==> config.mk <==
export PLATFORM = sky130hd
export DESIGN_NAME = offset_collect_stage
export DESIGN_NICKNAME = d
export VERILOG_FILES = /design/src/rtl/offset_collect_stage_pkg.sv /design/src/rtl/offset_collect_stage_nd_expect_counter.sv /design/src/rtl/offset_collect_stage.sv
export SDC_FILE = /design/constraint.sdc
export NUM_CORES = 1
export LEC_CHECK = 0
export BUFFER_PORTS_ARGS = -buffer_cell sky130_fd_sc_hd__buf_4
export CORE_ASPECT_RATIO = 0.6
export CORE_UTILIZATION = 42
export CTS_CLUSTER_DIAMETER = 50
export CTS_CLUSTER_SIZE = 16
export DETAILED_ROUTE_END_ITERATION = 10
export PLACE_DENSITY = 0.8
export SETUP_SLACK_MARGIN = 0.4
export SYNTH_ARGS = -nofsm -noshare
export SYNTH_HDL_FRONTEND = slang
export SYNTH_HIERARCHICAL = 1
export SYNTH_SLANG_ARGS = --single-unit
==> constraint.sdc <==
create_clock -name i_clk -period 2.55 [get_ports i_clk]
set_input_delay 0.51 -clock i_clk [delete_from_list [all_inputs] [get_ports i_clk]]
set_output_delay 0.51 -clock i_clk [all_outputs]
set_load 0.005 [all_outputs]
==> src/rtl/offset_collect_stage_pkg.sv <==
// Shared types and default sizes for the offset collect stage and its expected-sequence counter.
package offset_collect_stage_pkg;

  localparam int OC_BW     = 8;
  localparam int OC_DIM    = 2;
  localparam int OC_CNT_BW = 16;

  typedef enum logic [1:0] {OC_IDLE, OC_RUN, OC_DONE} oc_state_e;

  typedef logic [OC_BW-1:0] oc_ofs_t;

endpackage

==> src/rtl/offset_collect_stage_nd_expect_counter.sv <==
// Regenerates the N-D offset sequence of one range; dim DIM-1 is innermost.
// exp_last flags the beat on which every dim would carry.
module nd_expect_counter
  import offset_collect_stage_pkg::*;
#(
  parameter int BW  = OC_BW,
  parameter int DIM = OC_DIM
) (
  input  logic                    i_clk,
  input  logic                    i_restart,
  input  logic                    i_step,
  input  logic [DIM-1:0][BW-1:0]  i_beg,
  input  logic [DIM-1:0][BW-1:0]  i_end,
  input  logic [DIM-1:0][BW-1:0]  i_stride,
  output logic [DIM-1:0][BW-1:0]  o_exp,
  output logic                    o_exp_last
);

  logic [DIM-1:0][BW-1:0] r_beg;
  logic [DIM-1:0][BW-1:0] r_end;
  logic [DIM-1:0][BW-1:0] r_stride;
  logic [DIM-1:0][BW-1:0] r_exp;
  logic [DIM-1:0][BW-1:0] w_sum;
  logic [DIM-1:0][BW-1:0] w_nxt;
  logic [DIM-1:0]         w_wrap;
  logic [DIM-1:0]         w_adv;

  // An empty dim (end<=beg) or zero stride pins the dim at beg and always carries.
  always_comb begin
    w_sum  = '0;
    w_nxt  = '0;
    w_wrap = '0;
    w_adv  = '0;
    for (int d = 0; d < DIM; d++) begin
      w_sum[d]  = r_exp[d] + r_stride[d];
      w_wrap[d] = (r_end[d] <= r_beg[d]) || (r_stride[d] == '0) || (w_sum[d] >= r_end[d]);
      w_nxt[d]  = w_wrap[d] ? r_beg[d] : w_sum[d];
    end
    w_adv[DIM-1] = 1'b1;
    for (int d = DIM-2; d >= 0; d--) begin
      w_adv[d] = w_adv[d+1] && w_wrap[d+1];
    end
  end

  assign o_exp      = r_exp;
  assign o_exp_last = w_adv[0] && w_wrap[0];

  always_ff @(posedge i_clk) begin
    if (i_restart) begin
      r_beg    <= i_beg;
      r_end    <= i_end;
      r_stride <= i_stride;
      r_exp    <= i_beg;
    end else if (i_step) begin
      for (int d = 0; d < DIM; d++) begin
        if (w_adv[d]) r_exp[d] <= w_nxt[d];
      end
    end
  end

endmodule

==> src/rtl/offset_collect_stage.sv <==
// Terminates an N-D offset beat stream: counts beats per range and emits one summary.
// Define OFFSET_COLLECT_CHECK_EN to compare each beat against the regenerated expected sequence.
module offset_collect_stage
  import offset_collect_stage_pkg::*;
#(
  parameter int BW     = OC_BW,
  parameter int DIM    = OC_DIM,
  parameter int CNT_BW = OC_CNT_BW
) (
  input  logic                    i_clk,
  input  logic                    i_rst,
  input  logic                    cfg_rdy,
  output logic                    cfg_ack,
  input  logic [DIM-1:0][BW-1:0]  i_ofs_beg,
  input  logic [DIM-1:0][BW-1:0]  i_ofs_end,
  input  logic [DIM-1:0][BW-1:0]  i_stride,
  input  logic                    src_rdy,
  output logic                    src_ack,
  input  logic [DIM-1:0][BW-1:0]  i_ofs,
  input  logic                    i_islast,
  output logic                    dst_rdy,
  input  logic                    dst_ack,
  output logic [CNT_BW-1:0]       o_count,
  output logic [DIM-1:0][BW-1:0]  o_last_ofs,
  output logic                    o_err
);

  oc_state_e              r_state;
  logic [CNT_BW-1:0]      r_count;
  logic [DIM-1:0][BW-1:0] r_last_ofs;

  function automatic logic [CNT_BW-1:0] sat_inc(input logic [CNT_BW-1:0] v);
    return (&v) ? v : v + CNT_BW'(1);
  endfunction

  assign cfg_ack    = cfg_rdy && (r_state == OC_IDLE);
  assign src_ack    = src_rdy && (r_state == OC_RUN);
  assign dst_rdy    = (r_state == OC_DONE);
  assign o_count    = r_count;
  assign o_last_ofs = r_last_ofs;

  always_ff @(posedge i_clk) begin
    if (!i_rst) begin
      r_state    <= OC_IDLE;
      r_count    <= '0;
      r_last_ofs <= '0;
    end else begin
      case (r_state)
        OC_IDLE: if (cfg_rdy) begin
          r_state    <= OC_RUN;
          r_count    <= '0;
          r_last_ofs <= '0;
        end
        OC_RUN: if (src_rdy) begin
          r_count    <= sat_inc(r_count);
          r_last_ofs <= i_ofs;
          if (i_islast) r_state <= OC_DONE;
        end
        OC_DONE: if (dst_ack) r_state <= OC_IDLE;
        default: r_state <= OC_IDLE;
      endcase
    end
  end

`ifdef OFFSET_COLLECT_CHECK_EN
  logic [DIM-1:0][BW-1:0] w_exp;
  logic                   w_exp_last;
  logic                   w_bad;
  logic                   r_err;

  nd_expect_counter #(.BW(BW), .DIM(DIM)) u_expect (
    .i_clk      (i_clk),
    .i_restart  (cfg_ack),
    .i_step     (src_ack),
    .i_beg      (i_ofs_beg),
    .i_end      (i_ofs_end),
    .i_stride   (i_stride),
    .o_exp      (w_exp),
    .o_exp_last (w_exp_last)
  );

  assign w_bad = (i_ofs != w_exp) || (i_islast != w_exp_last);
  assign o_err = r_err;

  // Sticky for the whole range; cleared only when the next descriptor is taken.
  always_ff @(posedge i_clk) begin
    if (!i_rst)       r_err <= 1'b0;
    else if (cfg_ack) r_err <= 1'b0;
    else if (src_ack && w_bad) r_err <= 1'b1;
  end
`else
  logic w_unused_cfg;
  assign w_unused_cfg = ^{i_ofs_beg, i_ofs_end, i_stride};
  assign o_err = 1'b0;
`endif

endmodule
==> impl_metrics.json, run 1 <==
{
  "path_cells": "ha_2, nand4_2, or4_4, nor2b_1, a22o_1, a21o_1",
  "fin_tns_setup_ns": 0,
  "cp.arrival_ns": 2.20,
  "fin_skew_ns": 0.00821,
  "overflow": 0,
  "worst_hold_slack_ns": 0.462,
  "crit_fanout": 6,
  "ys_warn_count": 6,
  "synth-async-reset-ratio_pct": 0,
  "critPathSlowestCell": "or4_4",
  "fmax_mhz": 499,
  "synth.distinct_cells": 41,
  "ys_seq_area_share_pct": 42.2,
  "numPortBuffers": 56,
  "postPlaceCellArea_sq_um": 2070,
  "grt_pass1_wl_um": 6890,
  "worst_slack_ns": 0.546,
  "gp_congestion": 0.865,
  "holdBufCountCts": 0,
  "dp_hpwl_um": 3030,
  "via_per_inst": 5.56,
  "routed_wl_um": 4240,
  "grt_pass1_vias": 1525,
  "maxCapViolCount": 0,
  "antennaDiodeCount": 0,
  "critPathKind": "reg2reg",
  "antenna_found_initial": 0,
  "drt-initial-drc-count": 122,
  "multiInputGateArea_sq_um": 860,
  "clock-root-buffer": "clkbuf_8",
  "status": "finished, final reports clean",
  "design.core.area_sq_um": 3680,
  "endpoint_kind": "flop",
  "clk_path_buf_depth": 2,
  "rows": 17,
  "track_usage_pct": 22.7,
  "fin_crit_ns": 2.00,
  "die_h_um": 50.0,
  "final_net_count": 318,
  "cts_setup_buffers": 0,
  "routedWlPerCell_um": 14.4,
  "numCtsBuffers": 5,
  "drive_above_1_share_pct": 33.5,
  "critical_path_required_ns": 2.75,
  "p_per_area_nw_per_um2": 549,
  "finalHoldViolations": 0,
  "hp-class": "reg2reg",
  "cts_tree": "built",
  "slowest_delay_ns": 0.59,
  "ant_nets": 0,
  "clkTransAtPathRegs_ns": 0.07,
  "ir_drop_v": 0.000280,
  "syn-mean-instance-area_sq_um": 8.45,
  "start_util_pct": 43.9,
  "vias": 1640,
  "power_w": 0.00120,
  "clk_latency_ns": 0.30,
  "synth_top_area_share_pct": 42.2,
  "synth_edf_count": 0,
  "finalSetupViolCount": 0,
  "synth_cells": 191,
  "tightestPinTransition_ns": 0.557,
  "grt_max_degree": 35,
  "syn-cell-area_sq_um": 1610,
  "slew_violations": 0,
  "leakage_nw": 0.885,
  "relSlewSlack_pct": 62.8,
  "final_area_sq_um": 2190,
  "die_x_um": 82.0,
  "cp_top_family": "simple AND/OR/NAND/NOR gates",
  "yosys_register_bits": 34,
  "synth_ff_type": "dfxtp_1",
  "pre_cts_ws_ns": 0.327,
  "pin_count": 106,
  "synthTopCellsByArea": "dfxtp_1, nand3_1, a21boi_0, nand2_1, nor3_1",
  "die-area_sq_um": 4100,
  "area.sequential_sq_um": 683,
  "cts_htree_levels": 2,
  "syn_to_final_growth_pct": 35.5,
  "yosysTopAreaCell": "dfxtp_1",
  "rsz0062_at_grt": "no",
  "numClockSinks": 34,
  "startpoint_type": "flop",
  "worstPathBufferInverterCount": 0,
  "dr.pass1.iters": 4,
  "timing.final.crit_share_pct": 78.6,
  "drc_errors": 0,
  "fillers": 348,
  "syn_nets": 262
}
==> cell families after synthesis <==
group           share of synthesized area (%)
flops                                    42.2
compound gates                           24.6
buf+inv                                  4.88
simple gates                             27.4
fa+ha+maj                               0.775
other cells                             0.232
==> placed cells by master (no fill, tap or decap), types with 5 or more instances in the layout <==
| cell type | n |
|---|---|
| inv_1 | 5 |
| nor2b_1 | 5 |
| nand3_1 | 30 |
| nand2_1 | 23 |
| a21boi_0 | 17 |
| dfxtp_1 | 32 |
| nor3_1 | 7 |
| clkbuf_8 | 5 |
| nand4_1 | 5 |
| buf_4 | 61 |
| o21ai_0 | 5 |
==> tightest hold or removal path: stages, from the launching register on <==
cell,delay [ns]
dfxtp_1,0.31
nand2_1,0.05
a21boi_0,0.06
==> metrics by stage <==
stage | std cells | utilization, %
after global routing | 295 | 59.4
final | 295 | 59.4
after detailed placement | 287 | 56.3
after CTS | 295 | 59.3
after floorplan | 191 | -
after global placement | 287 | 56.3
==> repair_timing <==
action	4_1_cts	5_1_grt
resized for setup	1	3
pin swaps	0	0
setup endpoints to repair	5	7
==> per-layer routing <==
metal	routed length, um	up-vias	global-route usage [%]	part of all wire (%)
met1	2080	758	31.4	49
met3	362	10	8.33	8.5
met4	88	0	11.1	2.1
met5	0	-	0	0
met2	1710	63	30.3	40
li1	-	809	-	-
==> state kept, by name (all words and copies together) (netlist names) <==
signal,count
o_count,16
r_state,2
o_last_ofs,16
==> Yosys cell counts, types with 3 or more instances <==
cell type and count:
a21boi_0 17, a21o_1 4, a21oi_1 3, clkbuf_1 9, dfxtp_1 34, inv_1 5, nand2_1 23, nand2b_1 3
nand3_1 30, nand4_1 5, nor2_1 4, nor2b_1 5, nor3_1 7, o211ai_1 3, o21ai_0 5, o31ai_1 3
==> power by group <==
| group | total (W) | switching (W) | leakage (nW) | internal (W) |
|---|---|---|---|---|
| combinational | 0.000153 | 0.0000826 | 0.551 | 0.0000702 |
| sequential | 0.000551 | 0.00000821 | 0.276 | 0.000542 |
| clock | 0.000497 | 0.000209 | 0.0579 | 0.000287 |
==> path summary, 6_finish.rpt <==
path | startpoint | to | slack, ns | cells past startpoint
min | o_last_ofs[11] | o_last_ofs[11] | 0.46 | 2
max reg2reg | o_count[0] | o_count[9] | 0.55 | 6
min reg2reg | o_last_ofs[11] | o_last_ofs[11] | 0.46 | 2
max | o_count[0] | o_count[9] | 0.55 | 6
==> layout make-up <==
class	instances	share of cell area, %
clock inverter	3	1.83
timing repair buffer	61	20.9
multi-input combinational	140	39.3
sequential	34	31.2
tap	47	2.69
inverter	5	0.858
clock buffer	5	3.15
Power figures use the tool's default switching activity.
==> inputs of run 2 (changes only) <==
- clock period: 2.55 -> 1.9 ns (I/O delays scaled with it)
==> impl_metrics.json, run 2 (synthesis gave the netlist of run 1 again) <==
{
  "drt-initial-drc-count": 142,
  "antenna_found_initial": 0,
  "reg2regPathDepth": 7,
  "finalHoldViolations": 0,
  "pin_count": 106,
  "via_per_inst": 5.60,
  "ir_drop_v": 0.000399,
  "syn_to_final_growth_pct": 60.9,
  "drc_errors": 0,
  "numCtsBuffers": 5,
  "finalSetupViolCount": 0,
  "die_x_um": 82.0,
  "combinationalPowerShare_pct": 16.2,
  "layout_common_cells": "buf_4, nand3_1, dfxtp_1, nand2_1, a21boi_0",
  "numClockSinks": 34,
  "critPathKind": "reg2reg",
  "rows": 17,
  "routedWlPerCell_um": 15.9,
  "p_clk_share_pct": 39.8,
  "design.core.area_sq_um": 3680,
  "placed_cells": 301,
  "slew_violations": 0,
  "leakage_nw": 1.09,
  "timing.final.crit_share_pct": 96.1,
  "die-area_sq_um": 4100,
  "seqPwrFrac_pct": 44.0,
  "start_util_pct": 43.9,
  "final_common_cell": "buf_4",
  "hp-class": "in2reg",
  "clkTransAtPathRegs_ns": 0.07,
  "clk_path_buf_depth": 2,
  "clock-root-buffer": "clkbuf_8",
  "power_w": 0.00167,
  "critical_path_required_ns": 2.14,
  "grt_pass1_wl_um": 7800,
  "routed_wl_um": 5100,
  "internal_power_w": 0.00124,
  "final_net_count": 344,
  "overflow": 0,
  "antennaDiodeCount": 0,
  "drive_above_1_share_pct": 51.5,
  "dr.pass1.iters": 4,
  "fin_tns_setup_ns": 0,
  "cp.arrival_ns": 2.06,
  "endpoint_kind": "flop",
  "fmax_mhz": 548,
  "gp_congestion": 0.867,
  "stdcell_count": 321,
  "min_path_cells": 3,
  "status": "finished, final reports clean",
  "clk_latency_ns": 0.30,
  "rsz0062_at_grt": "yes",
  "holdBufCountCts": 0,
  "grt_pass1_vias": 1650,
  "sw_frac_of_total_pct": 25.8,
  "cts_htree_levels": 2,
  "crit_fanout": 8,
  "vias": 1796,
  "fin_util_pct": 70.6,
  "p_per_area_nw_per_um2": 644,
  "maxCapViolCount": 0,
  "numPortBuffers": 56,
  "dp_hpwl_um": 3090,
  "track_usage_pct": 25.7,
  "power_switching_w": 0.000431,
  "startpoint_type": "flop",
  "grt_max_degree": 24,
  "cts_tree": "built",
  "fin_skew_ns": 0.00354,
  "fin_crit_ns": 1.83,
  "die_h_um": 50.0,
  "ant_nets": 0
}
-- run 2: stage by stage --
step	hold slack, ns	setup slack (ns)	area [sq um]
after CTS	0.348	0.117	2500
after detailed placement	0.459	0.125	2220
final	0.351	0.0747	2600
after floorplan	0.457	0.241	1660
after global placement	0.449	0.147	2220
after global routing	0.348	0.0253	2600
-- run 2: layout make-up --
type / instances / area, sq um
tap: 47 / 58.8
inverter: 5 / 18.8
clock buffer: 5 / 68.8
clock inverter: 3 / 40.0
sequential: 34 / 703
timing repair buffer: 87 / 677
multi-input combinational: 140 / 1030
fill: 269 / 1080
-- run 2: critical path, stage by stage (launching register included) --
cell	delay (ns)
dfxtp_4	0.36
ha_4	0.15
nand4_4	0.07
or4_4	0.55
o21ai_4	0.20
buf_6	0.17
a22o_1	0.15
a21o_1	0.10
-- run 2: routing by layer --
| metal | wire, um | part of all wire (%) | GRT usage (%) |
|---|---|---|---|
| met1 | 2250 | 44 | 34.8 |
| met2 | 2340 | 46 | 39.1 |
| met3 | 437 | 8.6 | 8.52 |
| met4 | 76 | 1.5 | 6.14 |
| met5 | 0 | 0 | 0 |
-- run 2: what timing repair did --
action	in CTS	in global routing
pin swaps	12	10
setup endpoints to repair	17	35
setup buffers	6	5
cloned	1	0
resized for setup	32	17
-- run 2: worst paths after layout --
kind,from,end,slack (ns)
setup / recovery,o_count[0],o_count[9],0.07
hold reg to reg,o_last_ofs[10],o_last_ofs[10],0.47
hold / removal,i_ofs[12],o_last_ofs[12],0.35
setup reg to reg,o_count[0],o_count[9],0.07
-- run 2: power groups by stage --
stage	clock (W)	sequential [W]	combinational (W)
finish	0.000666	0.000736	0.000272
global route	0.000712	0.000737	0.000292
detailed placement	0	0.000754	0.000206
global placement	0	0.000753	0.000203
floorplan	0	0.000753	0.000112
CTS	0.000673	0.000733	0.000245
==> inputs of run 3 (changes only) <==
- CORE_UTILIZATION: 42 -> 43
- CTS_BUF_LIST: not set -> sky130_fd_sc_hd__clkbuf_4
- PLACE_DENSITY: 0.8 -> 0.82
==> impl_metrics.json, run 3 (synthesis gave the netlist of run 1 again) <==
{
  "multiInputGateArea_sq_um": 973,
  "finalSetupViolCount": 0,
  "overflow": 0,
  "numClockSinks": 34,
  "p_per_area_nw_per_um2": 566,
  "slew_violations": 0,
  "drc_errors": 0,
  "pin_count": 106,
  "rsz0062_at_grt": "yes",
  "fin_skew_ns": 0.0114,
  "routedWlPerCell_um": 15.3,
  "drive_above_1_share_pct": 47.7,
  "die-area_sq_um": 4010,
  "final_net_count": 347,
  "syn_to_final_growth_pct": 55.4,
  "final_common_cell": "buf_4",
  "fillers": 242,
  "clock-root-buffer": "clkbuf_4",
  "leakage_nw": 1.05,
  "antenna_found_initial": 0,
  "fin_util_pct": 73.3,
  "rows": 16,
  "critical_path_required_ns": 2.21,
  "ant_nets": 0,
  "timing.final.crit_share_pct": 93.4,
  "hp-class": "in2reg",
  "fin_crit_ns": 1.77,
  "worst_hold_slack_ns": 0.281,
  "clk_path_buf_depth": 2,
  "drt-initial-drc-count": 91,
  "finalHoldViolations": 0,
  "numPortBuffers": 56,
  "numCtsBuffers": 5,
  "routed_wl_um": 4940,
  "maxCapViolCount": 0,
  "ir_drop_v": 0.000468,
  "via_per_inst": 5.43,
  "final_area_sq_um": 2510,
  "start_util_pct": 47.1,
  "vias": 1747,
  "status": "finished, final reports clean",
  "gp_congestion": 0.834,
  "design.core.area_sq_um": 3420,
  "die_x_um": 81.1,
  "cts_htree_levels": 2,
  "cp.arrival_ns": 2.09,
  "grt_max_degree": 18,
  "fin_tns_setup_ns": 0,
  "dr.pass1.iters": 4,
  "clkTransAtPathRegs_ns": 0.12,
  "crit_fanout": 8,
  "die_h_um": 49.5,
  "layout_common_cells": "buf_4, nand3_1, dfxtp_1, nand2_1, a21boi_0",
  "endpoint_kind": "flop",
  "clk_latency_ns": 0.36,
  "area.sequential_sq_um": 703,
  "track_usage_pct": 26.3,
  "antennaDiodeCount": 0,
  "postPlaceCellArea_sq_um": 2240,
  "critPathKind": "reg2reg",
  "dp_hpwl_um": 3270,
  "grt_pass1_wl_um": 7810,
  "grt_pass1_vias": 1614,
  "fmax_mhz": 564,
  "cts_tree": "built",
  "startpoint_type": "flop"
}
run 3: cell types whose count changed in the layout (fill, tap and decap cells not counted), moves of 2 or more:
cell,change
clkbuf_4,+5
nand3_1,+3
buf_6,+3
clkbuf_8,-5
nand3_2,-2
o21ai_2,-2
run 3: worst paths after layout:
check	start	to	slack [ns]	cells after the start
worst max-delay path	o_count[6]	o_count[15]	0.13	6
worst max register to register	o_count[6]	o_count[15]	0.13	6
worst min register to register	o_last_ofs[7]	o_last_ofs[7]	0.47	2
worst min-delay path	i_ofs[11]	o_last_ofs[11]	0.28	3
run 3: final cells by class:
cell class | count | area share [%]
multi-input combinational | 140 | 38.8
clock buffer | 5 | 1.50
clock inverter | 3 | 0.648
inverter | 5 | 0.748
timing repair buffer | 90 | 28.0
sequential | 34 | 28.0
tap | 45 | 2.24
run 3: power by group:
part / switching, W / internal [W]
combinational: 0.000138 / 0.000136
sequential: 0.0000107 / 0.000725
clock: 0.000274 / 0.000137
total: 0.000422 / 0.000999
run 3: timing repair:
item,4_1_cts,5_1_grt
hold buffers,0,0
gates cloned,1,0
buffers inserted,5,6
gates resized for setup,19,17
setup endpoints to repair,18,22
pin swaps,7,4
run 3: worst max-delay path: stages, from the launching register on:
cell and delay, ns:
dfxtp_2 0.42, nand3_2 0.10, or4_4 0.60, o21ai_4 0.19, buf_6 0.17, a22o_1 0.15
a21o_1 0.10
run 3: layer usage:
metal | track usage, % | part of all wire (%) | vias to the layer above
met5 | 0 | 0 | -
met2 | 36.6 | 43 | 63
met4 | 8.04 | 1.1 | 0
li1 | - | - | 872
met1 | 36.7 | 48 | 805
met3 | 10.6 | 7.7 | 7
run 3: stage by stage:
stage               power [W]  cells  setup WS, ns
finish                0.00142    322         0.126
global route          0.00149    322        0.0862
CTS                   0.00138    316         0.153
detailed placement   0.000961    302         0.135
global placement     0.000957    302         0.149
floorplan            0.000865    191         0.241
